## src/rtl/mem_arbiter_if.sv

```systemverilog
// Bundles the instruction, data and shared-memory ports of the arbiter.
// The slave modport is the arbiter's side; the master modport is the requesters' and memory's side.
interface mem_arbiter_if;
    logic [31:0] i_address;
    logic        i_read_enable;
    logic [31:0] i_read_data;
    logic        i_read_valid;

    logic [31:0] d_address;
    logic        d_read_enable;
    logic        d_write_enable;
    logic [31:0] d_write_data;
    logic [3:0]  d_write_wstrb;
    logic [31:0] d_read_data;
    logic        d_read_valid;
    logic        d_write_ready;

    logic [31:0] m_address;
    logic        m_read_enable;
    logic        m_write_enable;
    logic [31:0] m_write_data;
    logic [3:0]  m_write_wstrb;
    logic [31:0] m_read_data;
    logic        m_read_valid;
    logic        m_write_ready;

    logic        grant_data;
    logic        bus_error;

    modport slave (
        input  i_address, i_read_enable,
        output i_read_data, i_read_valid,
        input  d_address, d_read_enable, d_write_enable, d_write_data, d_write_wstrb,
        output d_read_data, d_read_valid, d_write_ready,
        output m_address, m_read_enable, m_write_enable, m_write_data, m_write_wstrb,
        input  m_read_data, m_read_valid, m_write_ready,
        output grant_data, bus_error
    );

    modport master (
        output i_address, i_read_enable,
        input  i_read_data, i_read_valid,
        output d_address, d_read_enable, d_write_enable, d_write_data, d_write_wstrb,
        input  d_read_data, d_read_valid, d_write_ready,
        input  m_address, m_read_enable, m_write_enable, m_write_data, m_write_wstrb,
        output m_read_data, m_read_valid, m_write_ready,
        input  grant_data, bus_error
    );
endinterface

```

## src/rtl/mem_arbiter.sv

```systemverilog
// Two-requester (instruction fetch / data) arbiter onto one memory port, one transaction outstanding.
// Latency: request edge -> memory enable next cycle; same-cycle memory response -> requester valid 2 cycles after request.
// Backpressure: memory stalls hold the BUSY state (bounded by TIMEOUT); requesters hold their enables until the response edge.
module mem_arbiter #(
    parameter bit PRIORITY_DATA = 1'b1,
    parameter int TIMEOUT       = 255
) (
    input logic          clk,
    input logic          reset,
    mem_arbiter_if.slave bus
);
    typedef enum logic [1:0] {IDLE, BUSY_I, BUSY_D, RESP} state_t;

    localparam logic [7:0] WAIT_LIMIT = 8'(TIMEOUT - 1);

    state_t      state, state_nxt;
    logic [31:0] addr_q, wdata_q, i_rdata_q, d_rdata_q;
    logic [3:0]  wstrb_q;
    logic        wr_q, owner_d_q, last_d_q, err_q;
    logic [7:0]  wait_cnt;

    logic        i_req, d_req, busy;
    logic        grant_any, grant_d, done, timeout;

    assign i_req = bus.i_read_enable;
    assign d_req = bus.d_read_enable | bus.d_write_enable;
    assign busy  = (state == BUSY_I) || (state == BUSY_D);

    always_ff @(posedge clk or negedge reset) begin
        if (!reset) state <= IDLE;
        else        state <= state_nxt;
    end

    always_comb begin
        state_nxt = state;
        grant_any = 1'b0;
        grant_d   = 1'b0;
        done      = 1'b0;
        timeout   = 1'b0;
        case (state)
            IDLE: begin
                if (i_req || d_req) begin
                    grant_any = 1'b1;
                    if (i_req && d_req) grant_d = PRIORITY_DATA ? 1'b1 : !last_d_q;
                    else                grant_d = d_req;
                    state_nxt = grant_d ? BUSY_D : BUSY_I;
                end
            end
            BUSY_I, BUSY_D: begin
                done    = wr_q ? bus.m_write_ready : bus.m_read_valid;
                timeout = !done && (TIMEOUT != 0) && (wait_cnt == WAIT_LIMIT);
                if (done || timeout) state_nxt = RESP;
            end
            RESP:    state_nxt = IDLE;
            default: state_nxt = IDLE;
        endcase
    end

    always_ff @(posedge clk or negedge reset) begin
        if (!reset) begin
            addr_q    <= '0;
            wdata_q   <= '0;
            wstrb_q   <= '0;
            wr_q      <= 1'b0;
            owner_d_q <= 1'b0;
            last_d_q  <= 1'b0;
            err_q     <= 1'b0;
            wait_cnt  <= '0;
            i_rdata_q <= '0;
            d_rdata_q <= '0;
        end else begin
            if (grant_any) begin
                // A simultaneous read+write from the data port is treated as a write only.
                addr_q    <= grant_d ? bus.d_address : bus.i_address;
                wr_q      <= grant_d & bus.d_write_enable;
                wdata_q   <= grant_d ? bus.d_write_data : '0;
                wstrb_q   <= grant_d ? bus.d_write_wstrb : '0;
                owner_d_q <= grant_d;
                last_d_q  <= grant_d;
                wait_cnt  <= '0;
                err_q     <= 1'b0;
            end
            if (busy) begin
                if (done || timeout) begin
                    err_q <= timeout;
                    if (!wr_q) begin
                        if (owner_d_q) d_rdata_q <= done ? bus.m_read_data : '0;
                        else           i_rdata_q <= done ? bus.m_read_data : '0;
                    end
                end else begin
                    wait_cnt <= wait_cnt + 8'd1;
                end
            end
        end
    end

    assign bus.m_address      = addr_q;
    assign bus.m_write_data   = wdata_q;
    assign bus.m_write_wstrb  = wstrb_q;
    assign bus.m_read_enable  = busy & !wr_q;
    assign bus.m_write_enable = busy & wr_q;

    assign bus.i_read_data    = i_rdata_q;
    assign bus.i_read_valid   = (state == RESP) & !owner_d_q;
    assign bus.d_read_data    = d_rdata_q;
    assign bus.d_read_valid   = (state == RESP) & owner_d_q & !wr_q;
    assign bus.d_write_ready  = (state == RESP) & owner_d_q & wr_q;

    assign bus.grant_data     = (state == BUSY_D) || ((state == RESP) && owner_d_q);
    assign bus.bus_error      = (state == RESP) & err_q;
endmodule

```

## src/flat_wrapper.sv

```systemverilog
// flat-port wrapper written by rule: the top's interface ports become plain ports
module mem_arbiter_flat 
#(
    parameter bit PRIORITY_DATA = 1'b1,
    parameter int TIMEOUT       = 255
)
  (clk, reset, bus_i_address, bus_i_read_enable, bus_i_read_data, bus_i_read_valid, bus_d_address, bus_d_read_enable, bus_d_write_enable, bus_d_write_data, bus_d_write_wstrb, bus_d_read_data, bus_d_read_valid, bus_d_write_ready, bus_m_address, bus_m_read_enable, bus_m_write_enable, bus_m_write_data, bus_m_write_wstrb, bus_m_read_data, bus_m_read_valid, bus_m_write_ready, bus_grant_data, bus_bus_error);
  mem_arbiter_if bus_i ();
  input logic clk;
  input logic reset;
  input wire logic [$bits(bus_i.i_address)-1:0] bus_i_address;
  input wire logic [$bits(bus_i.i_read_enable)-1:0] bus_i_read_enable;
  output wire logic [$bits(bus_i.i_read_data)-1:0] bus_i_read_data;
  output wire logic [$bits(bus_i.i_read_valid)-1:0] bus_i_read_valid;
  input wire logic [$bits(bus_i.d_address)-1:0] bus_d_address;
  input wire logic [$bits(bus_i.d_read_enable)-1:0] bus_d_read_enable;
  input wire logic [$bits(bus_i.d_write_enable)-1:0] bus_d_write_enable;
  input wire logic [$bits(bus_i.d_write_data)-1:0] bus_d_write_data;
  input wire logic [$bits(bus_i.d_write_wstrb)-1:0] bus_d_write_wstrb;
  output wire logic [$bits(bus_i.d_read_data)-1:0] bus_d_read_data;
  output wire logic [$bits(bus_i.d_read_valid)-1:0] bus_d_read_valid;
  output wire logic [$bits(bus_i.d_write_ready)-1:0] bus_d_write_ready;
  output wire logic [$bits(bus_i.m_address)-1:0] bus_m_address;
  output wire logic [$bits(bus_i.m_read_enable)-1:0] bus_m_read_enable;
  output wire logic [$bits(bus_i.m_write_enable)-1:0] bus_m_write_enable;
  output wire logic [$bits(bus_i.m_write_data)-1:0] bus_m_write_data;
  output wire logic [$bits(bus_i.m_write_wstrb)-1:0] bus_m_write_wstrb;
  input wire logic [$bits(bus_i.m_read_data)-1:0] bus_m_read_data;
  input wire logic [$bits(bus_i.m_read_valid)-1:0] bus_m_read_valid;
  input wire logic [$bits(bus_i.m_write_ready)-1:0] bus_m_write_ready;
  output wire logic [$bits(bus_i.grant_data)-1:0] bus_grant_data;
  output wire logic [$bits(bus_i.bus_error)-1:0] bus_bus_error;
  assign bus_i.i_address = bus_i_address;
  assign bus_i.i_read_enable = bus_i_read_enable;
  assign bus_i_read_data = bus_i.i_read_data;
  assign bus_i_read_valid = bus_i.i_read_valid;
  assign bus_i.d_address = bus_d_address;
  assign bus_i.d_read_enable = bus_d_read_enable;
  assign bus_i.d_write_enable = bus_d_write_enable;
  assign bus_i.d_write_data = bus_d_write_data;
  assign bus_i.d_write_wstrb = bus_d_write_wstrb;
  assign bus_d_read_data = bus_i.d_read_data;
  assign bus_d_read_valid = bus_i.d_read_valid;
  assign bus_d_write_ready = bus_i.d_write_ready;
  assign bus_m_address = bus_i.m_address;
  assign bus_m_read_enable = bus_i.m_read_enable;
  assign bus_m_write_enable = bus_i.m_write_enable;
  assign bus_m_write_data = bus_i.m_write_data;
  assign bus_m_write_wstrb = bus_i.m_write_wstrb;
  assign bus_i.m_read_data = bus_m_read_data;
  assign bus_i.m_read_valid = bus_m_read_valid;
  assign bus_i.m_write_ready = bus_m_write_ready;
  assign bus_grant_data = bus_i.grant_data;
  assign bus_bus_error = bus_i.bus_error;
  mem_arbiter #(.PRIORITY_DATA(PRIORITY_DATA), .TIMEOUT(TIMEOUT)) u_core (.clk(clk), .reset(reset), .bus(bus_i));
endmodule
```

## config.mk

```make
export PLATFORM = sky130hd
export DESIGN_NAME = mem_arbiter_flat
export DESIGN_NICKNAME = d
export VERILOG_FILES = /design/src/rtl/mem_arbiter_if.sv /design/src/rtl/mem_arbiter.sv /design/src/flat_wrapper.sv
export SDC_FILE = /design/constraint.sdc
export NUM_CORES = 1
export LEC_CHECK = 0
export ABC_CLOCK_PERIOD_IN_PS = 2200
export CAP_MARGIN = 20
export CORE_AREA = 2 2 142 144
export CTS_CLUSTER_SIZE = 25
export DETAILED_ROUTE_END_ITERATION = 8
export DIE_AREA = 0 0 144 146
export PLACE_DENSITY = 0.65
export SETUP_SLACK_MARGIN = 0.3
export SLEW_MARGIN = 0
export SYNTH_ARGS = -nofsm -noshare
export SYNTH_HDL_FRONTEND = slang
export SYNTH_SLANG_ARGS = --single-unit
```

## constraint.sdc

```tcl
create_clock -name clk -period 2.2 [get_ports clk]
set_input_delay 0.44 -clock clk [delete_from_list [all_inputs] [get_ports clk]]
set_output_delay 0.44 -clock clk [all_outputs]
set_load 0.005 [all_outputs]
```

======== Word level (Yosys, flattened, before mapping) ========
Index checks and enable logic that the tools add are counted.
storage, ports and cells
  register bits ........................... 145
  output and inout port bits .............. 139
  logic and storage cells ................. 68
operators by class
  $add $sub $neg .......................... 1
  eq/ne operators ......................... 6
  mux-type cells .......................... 24
  bitwise gates (word level) .............. 11
  reductions and logical operators ........ 16
operators by type and width
  operator                                                count
  2-to-1 mux 32 bit                                       3
  2-to-1 mux 8 bit                                        3
  2-to-1 mux 1 bit                                        13
  adder 8 x 1 -> 8 bit (second input constant)            1
  bitwise AND 1 bit                                       8
  equality test 8 bit (second input constant)             1
  AND reduction 4 bit                                     2
  2-to-1 mux 2 bit                                        3
  case mux 2 bit (3 select lines)                         1
  logical OR 1 bit                                        5
  equality test 2 bit (second input constant)             2
  2-to-1 mux 4 bit                                        1
  inequality test 2 x 1 -> 1 bit (second input constant)  2
  logical AND 1 bit                                       3
  zero test 1 bit                                         3
  equality test 2 x 1 -> 1 bit (second input constant)    1
  zero test 2 bit                                         1
  inverter 1 bit                                          2
  AND reduction 2 bit                                     1
  OR reduction 2 bit                                      1
  OR 1 bit                                                1

======== Depth between registers and ports, before layout ========
Gate-level depths: netlist of the first run.
  depth after elaboration ................. 8
  gate-level depth with buffers ........... 9

======== Least setup slack after synthesis of the first run ========
OpenSTA, ideal clock, no wires.
  path type ............................... flip-flop to flip-flop
  start ................................... register u_core.state[0]
  end ..................................... register u_core.d_rdata_q[10], in the netlist u_core.bus.d_read_data[10]
  library setup time ...................... 121 ps
  arrival ................................. 1672 ps
  data required time ...................... 2079 ps
  slack ................................... 407 ps
  stages on the path, launching flop included .. 10
  clock period less this slack ............ 1793 ps
  cells stage by stage .................... dfrtp_1 inv_1 ha_1 buf_4 inv_2 nor2_2 and3_1 buf_2 buf_2 a22o_1
on the way
  longest elaborated chain between the ends .. 5
RTL lines
  item                                                                 RTL line                              RTL
  from (decl)                                                          mem_arbiter.sv:16                     state_t state, state_nxt;
  from (signal assigned)                                               mem_arbiter.sv:31                     else state <= state_nxt;
  equality test 2 bit or equality test 2 x 1 -> 1 bit (tied branches)  mem_arbiter.sv:27, mem_arbiter.sv:40
  OR reduction 2 bit                                                   mem_arbiter.sv:40                     case (state)
  2-to-1 mux 1 bit                                                     mem_arbiter.sv:40
  logical OR 1 bit                                                     mem_arbiter.sv:84                     if (done || timeout) begin
  AND reduction 4 bit (no source line)                                 --
  to (signal assigned)                                                 mem_arbiter.sv:87                     if (owner_d_q) d_rdata_q <= done ? bus.m_read_data : '0;
  to (decl)                                                            mem_arbiter.sv:17                     logic [31:0] addr_q, wdata_q, i_rdata_q, d_rdata_q;
Several ways; a longest one is shown, not always the timed one.
A chain may end at the register's enable or synchronous reset.

======== Worst setup path after layout of the first run ========
  start ................................... register u_core.state[1]
  end ..................................... output port bus_m_write_enable
on the way
  longest elaborated chain between the ends .. 3
RTL lines
  item                                                                 RTL line            RTL
  equality test 2 x 1 -> 1 bit or equality test 2 bit (tied branches)  mem_arbiter.sv:27   assign busy = (state == BUSY_I) || (state == BUSY_D);
  logical OR 1 bit *                                                   mem_arbiter.sv:27
  bitwise AND 1 bit *                                                  mem_arbiter.sv:101  assign bus.m_write_enable = busy & wr_q;
  to (decl)                                                            flat_wrapper.sv:25  output wire logic [$bits(bus_i.m_write_enable)-1:0] bus_m_write_enable;
Every way passes the cells marked *; elsewhere a longest branch is shown, timed or not.

==> results of run 1 <==
-- worst register-to-register path, delay by kind of cell (launching register included) --
family	cells	cell delay (ps)
AO/OA/AOI/OAI	1	250
flip-flops	1	390
adder cells (fa/ha/maj)	1	300
AND/OR/NAND/NOR	2	270
buffers and inverters	4	600
-- logic make-up (layout without fill, tap and decap cells) --
kind of cell / after synthesis / after routing / synth area share [%]
AOI/OAI and AO/OA: 191 / 191 / 25.1
buffers and inverters: 43 / 342 / 3.61
and+or+nand+nor: 73 / 73 / 6.32
DFF: 145 / 145 / 63.4
muxes: 2 / 2 / 0.437
adders and majority gates: 5 / 5 / 1.09
-- per-layer routing --
metal  global-route usage (%)  part of all wire (%)
met2                     28.0                    48
met4                     5.25                   1.1
met5                        0                     0
met3                     5.43                   8.9
met1                     20.8                    42
-- what timing repair did --
item / in CTS / in global routing
resized for setup: 35 / 10
hold buffers: 1 / 0
setup endpoints to repair: 69 / 11
endpoints found under the hold margin: 45 / 0
setup buffers: 3 / 5
pin swaps: 1 / 3
-- cells in the mapped netlist (all sizes together) --
cell / instances / area [um^2]
mux2: 1 / 15.0
mux2i: 1 / 10.0
a211oi: 1 / 20.0
o211ai: 3 / 32.5
o31ai: 1 / 7.51
a21oi: 36 / 180
nor3b: 2 / 15.0
nor4: 1 / 6.26
or4: 1 / 7.51
nand4: 1 / 12.5
a22o: 101 / 886
dfrtp: 145 / 3630
nor3: 4 / 20.0
buf: 21 / 114
clkbuf: 16 / 70.1
o21ai: 6 / 30.0
a211o: 4 / 35.0
and2: 2 / 13.8
and4: 1 / 10.0
nand3: 7 / 35.0
nand2b: 1 / 6.26
o21a: 1 / 7.51
or2: 1 / 6.26
inv: 6 / 22.5
a21o: 1 / 7.51
ha: 5 / 62.6
and3: 7 / 50.1
nand2: 4 / 15.0
o22ai: 36 / 225
nor2b: 1 / 6.26
a22oi: 1 / 7.51
nor2: 40 / 158
-- registers in the layout, indices dropped and copies added, names as in the netlist --
name / cells
u_core.bus.d_read_data: 32
u_core.wr_q: 1
u_core.err_q: 1
u_core.bus.m_write_data: 32
u_core.bus.m_write_wstrb: 4
u_core.bus.i_read_data: 32
u_core.wait_cnt: 8
u_core.state: 2
u_core.bus.m_address: 32
u_core.owner_d_q: 1
-- where the power goes --
part | internal (mW) | leakage [nW] | total (mW) | switching [mW]
logic | 3.75 | 2.11 | 6.16 | 2.42
clock network | 1.64 | 0.286 | 2.81 | 1.18
registers | 3.88 | 1.77 | 4.64 | 0.763
-- cells in the final DEF (no fill, tap or decap), types with 2 or more instances in the layout --
master,n
nor3_1,4
buf_6,6
clkinv_2,2
o22ai_1,36
nor2_2,4
nand3_1,7
clkbuf_8,2
buf_2,4
buf_12,8
o21ai_0,5
ha_1,3
inv_2,2
clkinv_4,5
and3_1,2
ha_4,2
nor3b_1,2
and3_2,5
dfrtp_1,144
buf_4,16
inv_1,3
nor2_1,35
a21oi_1,36
a22o_1,100
clkbuf_16,17
a211o_1,4
nand2_1,3
inv_6,3
clkdlybuf4s50_1,269
-- cell type report --
class	instances	area (um^2)	area share, %
flip-flops and latches	145	3630	37.8
repair buffers	304	3070	32.0
multi-input cells	271	1950	20.4
clock buffers	19	453	4.72
well taps	265	332	3.46
clock inverters	13	129	1.34
inverters	6	25.0	0.261
-- path summary, 6_finish.rpt --
kind	end	startpoint	slack [ps]
worst max-delay path	bus_m_write_enable	u_core.state[1]	300
max in group asynchronous	u_core.bus.d_read_data[26]	reset	1080
worst min-delay path	u_core.bus.d_read_data[31]	u_core.bus.d_read_data[31]	500
worst min register to register	u_core.bus.d_read_data[31]	u_core.bus.d_read_data[31]	500
worst max register to register	u_core.bus.d_read_data[25]	u_core.state[0]	340
min in group asynchronous	u_core.bus.i_read_data[10]	reset	530
==> flow_summary.toml, run 1 <==
[global_routing]
grt-ovfl-total = 0
antenna_found_initial = 0
grt_usage_pct = 16.8
grt_start_max_net_pins = 49
grt_pass1_wl_mm = 28.0
grt_pass1_vias = 5336

[place]
port_buffers = 277
dp_slack_ps = 86.5
hpwl_mm = 12.6
dpl_cell_area_um2 = 8900
dp_cells = 982
gp_congestion = 0.773

[power]
leakage_nw = 4.17
ir_worst_vdd_uv = 489
totalPowerFinal_mw = 13.6
p_per_area_nw_per_um2 = 1420

[setup_path]
setup.worst_path.start_class = "flip-flop"
crit_chain = "inv_2 -> ha_4 -> and2_2 -> buf_6"
reg2reg_depth = 8
cp.required_ps = 1760
cp-end-kind = "primary output"
slowest_stage = "dfrtp_2"
cp_num_buf_inv = 2
cp_top_family = "flip-flops"
cp_slowest_stage_delay_ps = 430
crit_cells = 4
arrival_ps = 1460
criticalPathCategory = "flip-flop to primary output"
crit_fanout = 4

[timing]
skew_ps = 12.2
rsz0062_at_grt = "true"
fmax_mhz = 525
maxSlewViolCount = 0
fin_crit_sh_pct = 86.5
finalHoldViolations = 0
setup_violations = 0
tightest_slew_ps = 482
timing.hold.ws_ps = 498
max_slew_margin_pct = 67.9
finalWorstSetupSlack_ps = 296
tns_ps = 0
finalCriticalPeriod_ps = 1900

[cells_and_area]
final_core_util_pct = 49.6
nFillCells = 1713
area_delta_synth_final_pct = 67.6
stdcell_count = 1023
drive_gt1_share_pct = 12.4
fin_area_um2 = 9590
nets = 889
n_antenna_cell = 0

[clock_network]
root_buffer = "clkbuf_16"
cts_buffer_depth = 2
insertion_delay_ps = 420
cts_inserted_buffers = 17
tritoncts = "done"
path_clk_slew_ps = 60
htreeDepth = 4
clock-sinks = 145

[yosys]
ys_types = 42
yosysSeqAreaShare_pct = 63.4
synthCells = 459
syn_nets = 603
synth_warnings = 0
synth-seq-cells = 145
synthesis.area_um2 = 5720
postSynthAreaPerCell_um2 = 12.5

[floorplanning]
num_rows = 51
start_util_pct = 29.6
die_x_um = 144
dieArea_um2 = 21000
die_h_um = 146
io_pins = 278
core_um2 = 19300

[routing]
first_pass_iters = 4
drc = 0
vias = 5039
routed_wl_mm = 17.7
drt_iter0_markers = 219
vias_per_cell = 4.93
wire_per_inst_um = 17.3
postRouteAntennaNets = 0

[hold_path]
min_path_cells = 1
hold_class = "flip-flop to flip-flop"

[job]
drv_cap = 0

[status]
outcome = "completed"
Note: power is estimated with default switching activity, not from simulation.
==> inputs of run 2 (changes only) <==
- DONT_BUFFER_PORTS: default -> 1
- PLACE_DENSITY: 0.65 -> 0.47
==> run 2 against run 1 <==
  * The flow now finishes with violations (negative hold slack)
  * Worst setup slack improved by 27 ps
  * Clock skew down 4.1 ps
  * Fmax grew 1.5%
  * Via count is 22% lower
  * Sequential power increased by 5.8%
  * Worst hold slack worse by 780 ps
  * Combinational power decreased by 48%
  * Wire length decreased by 18%
  * Register-to-register slack better by 50 ps
  * Power decreased by 18%
  * Cell count down 28%
  * Non-clock buffer count decreased by 283
  * Critical endpoint is now bus_m_read_enable
==> flow_summary.toml, run 2 (same netlist as run 1, synthesis figures left out) <==
[status]
outcome = "finished, violations left"
violations = "negative hold slack"

[setup_path]
crit_fanout = 2
setup.worst_path.start_class = "flip-flop"
criticalPathCategory = "flip-flop to primary output"
r2r_end = "u_core.wait_cnt[7]"
arrival_ps = 1440
reg2reg_depth = 4
cp.required_ps = 1760
r2r_slack_ps = 390
r2r-start = "u_core.wr_q"
cp-end-kind = "primary output"

[routing]
wire_per_inst_um = 19.7
vias_per_cell = 5.32
first_pass_iters = 4
routed_wl_mm = 14.6
vias = 3937
drc = 0
postRouteAntennaNets = 0
drt_iter0_markers = 179

[timing]
fmax_mhz = 533
finalCriticalPeriod_ps = 1880
fin_crit_sh_pct = 85.3
tightest_slew_ps = 458
skew_ps = 8.12
rsz0062_at_grt = "true"
maxSlewViolCount = 0
timing.hold.ws_ps = -281
tns_ps = 0
setup_violations = 0
max_slew_margin_pct = 69.5
finalHoldViolations = 145

[floorplanning]
start_util_pct = 29.6
dieArea_um2 = 21000
io_pins = 278
die_h_um = 146
die_x_um = 144
num_rows = 51
core_um2 = 19300

[cells_and_area]
drive_gt1_share_pct = 16.6
n_antenna_cell = 0
layout_common_cells = "dfrtp_1 (145), a22o_1 (100), a21oi_1 (36), o22ai_1 (36), nor2_1 (34)"
fin_area_um2 = 6750
area_delta_synth_final_pct = 17.9
nFillCells = 1901
mostFrequentLayoutCell = "dfrtp_1"
area.sequential_um2 = 3630
multi_input_area_um2 = 1950
final_core_util_pct = 34.9
nets = 606

[clock_network]
cts_inserted_buffers = 17
tritoncts = "done"
path_clk_slew_ps = 60
htreeDepth = 4
root_buffer = "clkbuf_16"
insertion_delay_ps = 410
cts_buffer_depth = 2
clock-sinks = 145

[power]
p_per_area_nw_per_um2 = 1650
leakage_nw = 3.04
totalPowerFinal_mw = 11.1
ir_worst_vdd_uv = 530

[global_routing]
grt_usage_pct = 13.7
grt_pass1_vias = 4066
grt_start_max_net_pins = 146
grt_pass1_wl_mm = 22.4
grt-ovfl-total = 0
antenna_found_initial = 0

[place]
dpl_cell_area_um2 = 6020
port_buffers = 0
hpwl_mm = 9.73
gp_congestion = 0.765

[job]
drv_cap = 0

[hold_path]
hold_class = "input port to async pin"
==> run 2: layout make-up <==
class                      instances  area share [%]
sequential                       145            53.8
multi-input combinational        271            28.9
clock buffer                      20            6.77
tap                              265            4.92
timing repair buffer              21            2.93
clock inverter                    12            2.30
inverter                           6           0.371
==> run 2: how the worst max path moves through the flow <==
stage	start	end
5_1_grt	u_core.state[1]	bus_m_read_enable
6_report	u_core.state[1]	bus_m_read_enable
4_1_cts	u_core.state[1]	bus_m_read_enable
3_5_place_dp	u_core.state[0]	u_core.bus.d_read_data[7]
3_3_place_gp	u_core.state[0]	u_core.bus.d_read_data[26]
2_1_floorplan	u_core.state[0]	u_core.bus.d_read_data[10]
==> run 2: routing by layer <==
layer	routed length, um	vias to the layer above	global-route usage, %
met1	5890	1978	16.3
met3	1470	13	6.22
li1	-	1745	-
met2	7010	201	21.7
met5	0	-	0
met4	201	0	5.34
==> run 2: critical path, stage by stage (launching register included) <==
cell	delay, ps
dfrtp_1	370
inv_2	50
ha_4	280
inv_4	40
nor2_4	80
buf_6	110
buf_6	90
==> run 2: what timing repair did <==
item	in CTS	in global routing
endpoints found under the hold margin	145	145
cloned	0	0
gates resized for setup	4	13
endpoints found under the setup margin	34	44
buffers inserted	5	2
pin swaps	0	1
==> run 2: power breakdown <==
group,switching (mW),internal [mW]
sequential,1.03,3.89
combinational,1.62,1.60
clock,1.13,1.85
==> run 2: metrics by stage <==
stage	setup slack, ps	instances
2_1_floorplan	407	459
3_3_place_gp	340	701
3_5_place_dp	286	701
4_1_cts	283	738
5_1_grt	235	740
6_report	323	740
